`config.mk`:
```
export PLATFORM = sky130hd
export DESIGN_NAME = topk_sorter_flat
export DESIGN_NICKNAME = d
export VERILOG_FILES = /design/src/rtl/topk_sorter_if.sv /design/src/rtl/topk_sorter.sv /design/src/flat_wrapper.sv
export SDC_FILE = /design/constraint.sdc
export NUM_CORES = 1
export LEC_CHECK = 0
export CAP_MARGIN = 15
export CORE_MARGIN = 1.5
export CORE_UTILIZATION = 45
export DETAILED_ROUTE_END_ITERATION = 7
export DONT_BUFFER_PORTS = 1
export PLACE_DENSITY_LB_ADDON = 0.1
export SYNTH_ARGS = -nofsm -noshare
export SYNTH_HDL_FRONTEND = slang
export SYNTH_SLANG_ARGS = --single-unit
```
`constraint.sdc`:
```
create_clock -name clk_in -period 9 [get_ports clk_in]
set_input_delay 1.8 -clock clk_in [delete_from_list [all_inputs] [get_ports clk_in]]
set_output_delay 1.8 -clock clk_in [all_outputs]
set_load 0.02 [all_outputs]
```
`src/rtl/topk_sorter_if.sv`:
```
// Candidate/result handshake bundle for topk_sorter.
// master drives candidates and result_ready_in; slave is the sorter.
interface topk_sorter_if #(
  parameter int ID_WIDTH = 16
);
  logic                start_in;
  logic                data_valid_in;
  logic [31:0]         distance_sq_in;
  logic [ID_WIDTH-1:0] vertex_id_in;
  logic                last_in;
  logic                ready_out;
  logic                result_valid_out;
  logic                result_ready_in;
  logic [31:0]         result_dist_out;
  logic [ID_WIDTH-1:0] result_id_out;
  logic                result_last_out;
  logic                busy_out;

  modport master (
    output start_in, data_valid_in, distance_sq_in, vertex_id_in, last_in,
    output result_ready_in,
    input  ready_out, result_valid_out, result_dist_out, result_id_out,
    input  result_last_out, busy_out
  );

  modport slave (
    input  start_in, data_valid_in, distance_sq_in, vertex_id_in, last_in,
    input  result_ready_in,
    output ready_out, result_valid_out, result_dist_out, result_id_out,
    output result_last_out, busy_out
  );
endinterface

```
`src/rtl/topk_sorter.sv`:
```
// Streaming K-nearest list: single-cycle sorted insert, then ascending drain.
// Define TOPK_DEDUP_EN to discard candidates whose id already sits in the list.
module topk_sorter #(
  parameter int K        = 4,
  parameter int ID_WIDTH = 16
) (
  input  logic         clk_in,
  input  logic         rst_in,
  topk_sorter_if.slave bus
);
  localparam int PW = $clog2(K);

  typedef enum logic [1:0] {IDLE, COLLECT, DRAIN} state_t;

  state_t              state_q, state_d;
  logic [K-1:0]        valid_q, valid_d;
  logic [31:0]         dist_q [K];
  logic [31:0]         dist_d [K];
  logic [ID_WIDTH-1:0] id_q   [K];
  logic [ID_WIDTH-1:0] id_d   [K];
  logic [PW-1:0]       rd_ptr_q, rd_ptr_d;

  logic [K-1:0] le;
  logic [K-1:0] valid_above;
  logic         dup;
  logic         accept;
  logic         insert;
  logic         beat_valid;
  logic         beat_last;

  // le is a thermometer code: valid slots are contiguous and sorted
  always_comb begin
    for (int unsigned i = 0; i < K; i++) begin
      le[i] = valid_q[i] && (dist_q[i] <= bus.distance_sq_in);
    end
  end

`ifdef TOPK_DEDUP_EN
  always_comb begin
    dup = 1'b0;
    for (int unsigned i = 0; i < K; i++) begin
      if (valid_q[i] && (id_q[i] == bus.vertex_id_in)) dup = 1'b1;
    end
  end
`else
  assign dup = 1'b0;
`endif

  assign accept      = (state_q == COLLECT) && bus.data_valid_in && !bus.start_in;
  assign insert      = accept && !dup;
  assign valid_above = {1'b0, valid_q[K-1:1]};
  assign beat_valid  = (state_q == DRAIN) && valid_q[rd_ptr_q];
  assign beat_last   = beat_valid && !valid_above[rd_ptr_q];

  assign bus.ready_out        = (state_q == COLLECT);
  assign bus.busy_out         = (state_q != IDLE);
  assign bus.result_valid_out = beat_valid;
  assign bus.result_last_out  = beat_last;
  assign bus.result_dist_out  = beat_valid ? dist_q[rd_ptr_q] : '0;
  assign bus.result_id_out    = beat_valid ? id_q[rd_ptr_q]   : '0;

  always_comb begin
    state_d  = state_q;
    valid_d  = valid_q;
    dist_d   = dist_q;
    id_d     = id_q;
    rd_ptr_d = rd_ptr_q;
    case (state_q)
      IDLE: begin
        if (bus.start_in) begin
          valid_d = '0;
          state_d = COLLECT;
        end
      end
      COLLECT: begin
        if (bus.start_in) begin
          valid_d = '0;
        end else begin
          if (insert) begin
            // Slot at the insertion index takes the candidate, slots above take their lower neighbour
            if (!le[0]) begin
              valid_d[0] = 1'b1;
              dist_d[0]  = bus.distance_sq_in;
              id_d[0]    = bus.vertex_id_in;
            end
            for (int unsigned i = 1; i < K; i++) begin
              if (!le[i]) begin
                if (le[i-1]) begin
                  valid_d[i] = 1'b1;
                  dist_d[i]  = bus.distance_sq_in;
                  id_d[i]    = bus.vertex_id_in;
                end else begin
                  valid_d[i] = valid_q[i-1];
                  dist_d[i]  = dist_q[i-1];
                  id_d[i]    = id_q[i-1];
                end
              end
            end
          end
          if (accept && bus.last_in) begin
            state_d  = DRAIN;
            rd_ptr_d = '0;
          end
        end
      end
      DRAIN: begin
        if (!beat_valid) begin
          state_d = IDLE;
        end else if (bus.result_ready_in) begin
          if (beat_last) state_d = IDLE;
          else           rd_ptr_d = rd_ptr_q + 1'b1;
        end
      end
      default: state_d = IDLE;
    endcase
  end

  always_ff @(posedge clk_in) begin
    if (rst_in) begin
      state_q  <= IDLE;
      valid_q  <= '0;
      rd_ptr_q <= '0;
    end else begin
      state_q  <= state_d;
      valid_q  <= valid_d;
      rd_ptr_q <= rd_ptr_d;
    end
  end

  always_ff @(posedge clk_in) begin
    dist_q <= dist_d;
    id_q   <= id_d;
  end
endmodule

```
`src/flat_wrapper.sv`:
```
// flat-port wrapper written by rule: the top's interface ports become plain ports
module topk_sorter_flat 
#(
  parameter int K        = 4,
  parameter int ID_WIDTH = 16
)
  (clk_in, rst_in, bus_start_in, bus_data_valid_in, bus_distance_sq_in, bus_vertex_id_in, bus_last_in, bus_result_ready_in, bus_ready_out, bus_result_valid_out, bus_result_dist_out, bus_result_id_out, bus_result_last_out, bus_busy_out);
  topk_sorter_if #(.ID_WIDTH(ID_WIDTH)) bus_i ();
  input  logic clk_in;
  input  logic rst_in;
  input wire logic [$bits(bus_i.start_in)-1:0] bus_start_in;
  input wire logic [$bits(bus_i.data_valid_in)-1:0] bus_data_valid_in;
  input wire logic [$bits(bus_i.distance_sq_in)-1:0] bus_distance_sq_in;
  input wire logic [$bits(bus_i.vertex_id_in)-1:0] bus_vertex_id_in;
  input wire logic [$bits(bus_i.last_in)-1:0] bus_last_in;
  input wire logic [$bits(bus_i.result_ready_in)-1:0] bus_result_ready_in;
  output wire logic [$bits(bus_i.ready_out)-1:0] bus_ready_out;
  output wire logic [$bits(bus_i.result_valid_out)-1:0] bus_result_valid_out;
  output wire logic [$bits(bus_i.result_dist_out)-1:0] bus_result_dist_out;
  output wire logic [$bits(bus_i.result_id_out)-1:0] bus_result_id_out;
  output wire logic [$bits(bus_i.result_last_out)-1:0] bus_result_last_out;
  output wire logic [$bits(bus_i.busy_out)-1:0] bus_busy_out;
  assign bus_i.start_in = bus_start_in;
  assign bus_i.data_valid_in = bus_data_valid_in;
  assign bus_i.distance_sq_in = bus_distance_sq_in;
  assign bus_i.vertex_id_in = bus_vertex_id_in;
  assign bus_i.last_in = bus_last_in;
  assign bus_i.result_ready_in = bus_result_ready_in;
  assign bus_ready_out = bus_i.ready_out;
  assign bus_result_valid_out = bus_i.result_valid_out;
  assign bus_result_dist_out = bus_i.result_dist_out;
  assign bus_result_id_out = bus_i.result_id_out;
  assign bus_result_last_out = bus_i.result_last_out;
  assign bus_busy_out = bus_i.busy_out;
  topk_sorter #(.K(K), .ID_WIDTH(ID_WIDTH)) u_core (.clk_in(clk_in), .rst_in(rst_in), .bus(bus_i));
endmodule
```
==> qor.yml <==
status: "completed"
synth_cell_type_count: 48
synth.avg_cell_area_um2: 11.63
fmax_ghz: 0.2033
die_h_um: 176.5
synth-seq-area-share_pct: 43.73
max-cap-violations: 0
start_kind: "input pin"
htree_levels: 4
synth-edff-count: 192
viasPerCell: 6.252
hold_start: "u_core.state_q[0]"
firstDrtPassIters: 5
reg2reg_from: "u_core.dist_q[127]"
grt_max_degree: 101
cts.clk_slew.worst_paths_ns: 0.07
reg2reg_slack_ns: 5.01
cts_resized: 0
num_antenna_cells: 0
grt_pass1_vias: 9427
io_buffers: 0
crit_end: "u_core.dist_q[122]"
fin_nets: 1306
syn-cell-area_mm2: 0.01355
synth_warnings: 0
dpl_cell_area_mm2: 0.01386
postRouteAntennaNets: 0
hold_viol: 0
antenna_found_initial: 0
routedWlPerCell_um: 23.51
setup_viol: 0
clk_latency_ns: 0.46
grt_pass1_wl_mm: 56.02
ir_worst_vdd_mv: 0.1264
cellPowerDensity_mw_per_mm2: 142.1
cts_setup_buffers: 0
required_ns: 9.10
cp_max_fo: 79
drt_wl_total_mm: 35.88
cts-root-buf: "clkbuf_16"
startpoint: "bus_distance_sq_in[29]"
drv_slew: 0
cp-end-kind: "flip-flop"
first_iter_violations: 789
cts_tree: "done"
n_fill_cell: 2715
track_usage_pct: 23.74
relSlewSlack_pct: 26.19
final.setup_skew_ns: 0.02021
die-area_mm2: 0.03116
synth_fp_nets: 1347
ys.flop_type: "edfxtp_1"
r2r-end: "u_core.dist_q[122]"
worst_r2r_path_depth: 9
period_share_pct: 54.66
cp.arrival_ns: 5.02
die_w_um: 176.5
cts_buffer_depth: 2
ys_seq_elements: 200
synthCells: 1165
dp_hpwl_mm: 23.54
gp_congestion: 0.8591
coreArea_mm2: 0.02964
period_needed_ns: 4.919
layout-drive-gt1-share_pct: 17.78
area_delta_synth_final_pct: 6.640
worst_pin_slew_ns: 1.107
ctsHoldBuffers: 0
p_leak_nw: 5.075
dr_total_vias: 9541
synthTopCellsByArea: "edfxtp_1 (43%), ha_1 (12%), mux4_2 (8.1%)"
ioPinCount: 106
grt_overflow: 0
hold_path.class: "flip-flop to flip-flop"
std_cell_rows: 63
synth_top_area_share_pct: 42.55
initial_core_util_pct: 45.72
drc: 0
worst-setup-path-type: "input pin to flip-flop"
finalInstanceArea_mm2: 0.01445
rsz0062_at_grt: "false"
fin_tns_setup_ns: 0
cts.sinks: 200
cts_buffers: 17
netlist.top_cell.by_area: "edfxtp_1"
async_flop_share_pct: 0
critical path: stages:
cell	delay [ns]
inv_1	0.06
ha_1	0.31
nand4_1	0.19
nor3_1	0.11
nand2_1	0.19
or3_4	0.62
buf_4	0.72
inv_1	0.18
a211oi_4	0.28
buf_4	0.44
metrics by stage:
stage	hold slack [ns]	total power [mW]	setup WS, ns	utilization, %	instances
finish	0.5625	2.052	4.081	48.75	1526
detailed placement	0.5391	1.265	3.608	46.77	1495
floorplan	0.5117	1.211	1.434	-	1165
CTS	0.5498	2.068	4.095	48.75	1526
global placement	0.5388	1.262	3.703	46.77	1495
global route	0.5894	2.120	3.789	48.75	1526
worst min-delay path by stage:
stage	endpoint	slack (ns)	cells past startpoint
6_report	u_core.state_q[0]	0.56	2
3_3_place_gp	u_core.id_q[13]	0.54	1
2_1_floorplan	u_core.state_q[0]	0.51	1
5_1_grt	u_core.id_q[13]	0.59	1
3_5_place_dp	u_core.state_q[0]	0.54	2
4_1_cts	u_core.state_q[0]	0.55	2
layer usage:
metal / part of all wire (%) / GRT usage [%] / up-vias
met1: 46 / 33.27 / 4753
met3: 5.2 / 4.651 / 37
met4: 1.6 / 5.720 / 0
met5: 0 / 0 / -
met2: 47 / 37.88 / 245
li1: - / - / 4506
flip-flops by register name, summed over array words and instances (netlist names):
register / flops
u_core.valid_q: 4
u_core.rd_ptr_q: 2
u_core.dist_q: 128
u_core.state_q: 2
u_core.id_q: 64
area by class of cell:
type                            count  area [µm²]  share of cell area (%)
Multi-Input combinational cell    803        7003                   48.47
Sequential cell                   200        5934                   41.07
Tap cell                          390       488.0                   3.377
Clock buffer                       17       425.4                   2.944
Inverter                           88       330.3                   2.286
Clock inverter                     14       162.7                   1.126
Timing Repair Buffer               14       105.1                  0.7274
synthesized netlist by cell type (19+ instances only):
master    number
nor2b_1       56
mux4_2        49
inv_1         88
o22ai_1       50
buf_2         26
nand4_1       26
a21o_1        23
clkbuf_1      38
nand2_1       73
edfxtp_1     192
a21oi_1       54
o311ai_0      39
nand3_1       60
a31oi_1       48
ha_1         128
mux2_2        90
nor2_1        19
cell families (layout without fill, tap and decap cells):
family / after synthesis / in the layout / share of synthesized area [%]
muxes: 148 / 148 / 16.34
and+or+nand+nor: 265 / 265 / 10.09
DFF: 200 / 200 / 43.73
buffers and inverters: 162 / 133 / 4.977
AOI/OAI and AO/OA: 262 / 262 / 13.03
adders and majority gates: 128 / 128 / 11.82
power breakdown:
part	switching (mW)	internal (mW)
clock network	0.391	0.417
registers	0.0168	1.04
logic	0.111	0.0754
total	0.518	1.53
cell usage in the layout (no fill, tap or decap), drive strengths merged, types with 3 or more instances in the layout:
cell     count
or4          3
mux2        96
mux4        49
inv         95
nand2b       5
o22ai       50
dfxtp        8
clkbuf      17
clkinv       4
o211ai       4
a21oi       55
o21ai       13
nor2        19
mux2i        3
or2          3
nor4         4
o311ai      49
or3          4
nor2b       56
nand4       26
a21o        23
and2         3
a2111oi      4
nor3         7
edfxtp     192
a211oi       4
a31oi       48
buf         14
o21a         5
ha         128
nand3       60
nand2       73
(Power assumes the default switching activity.)
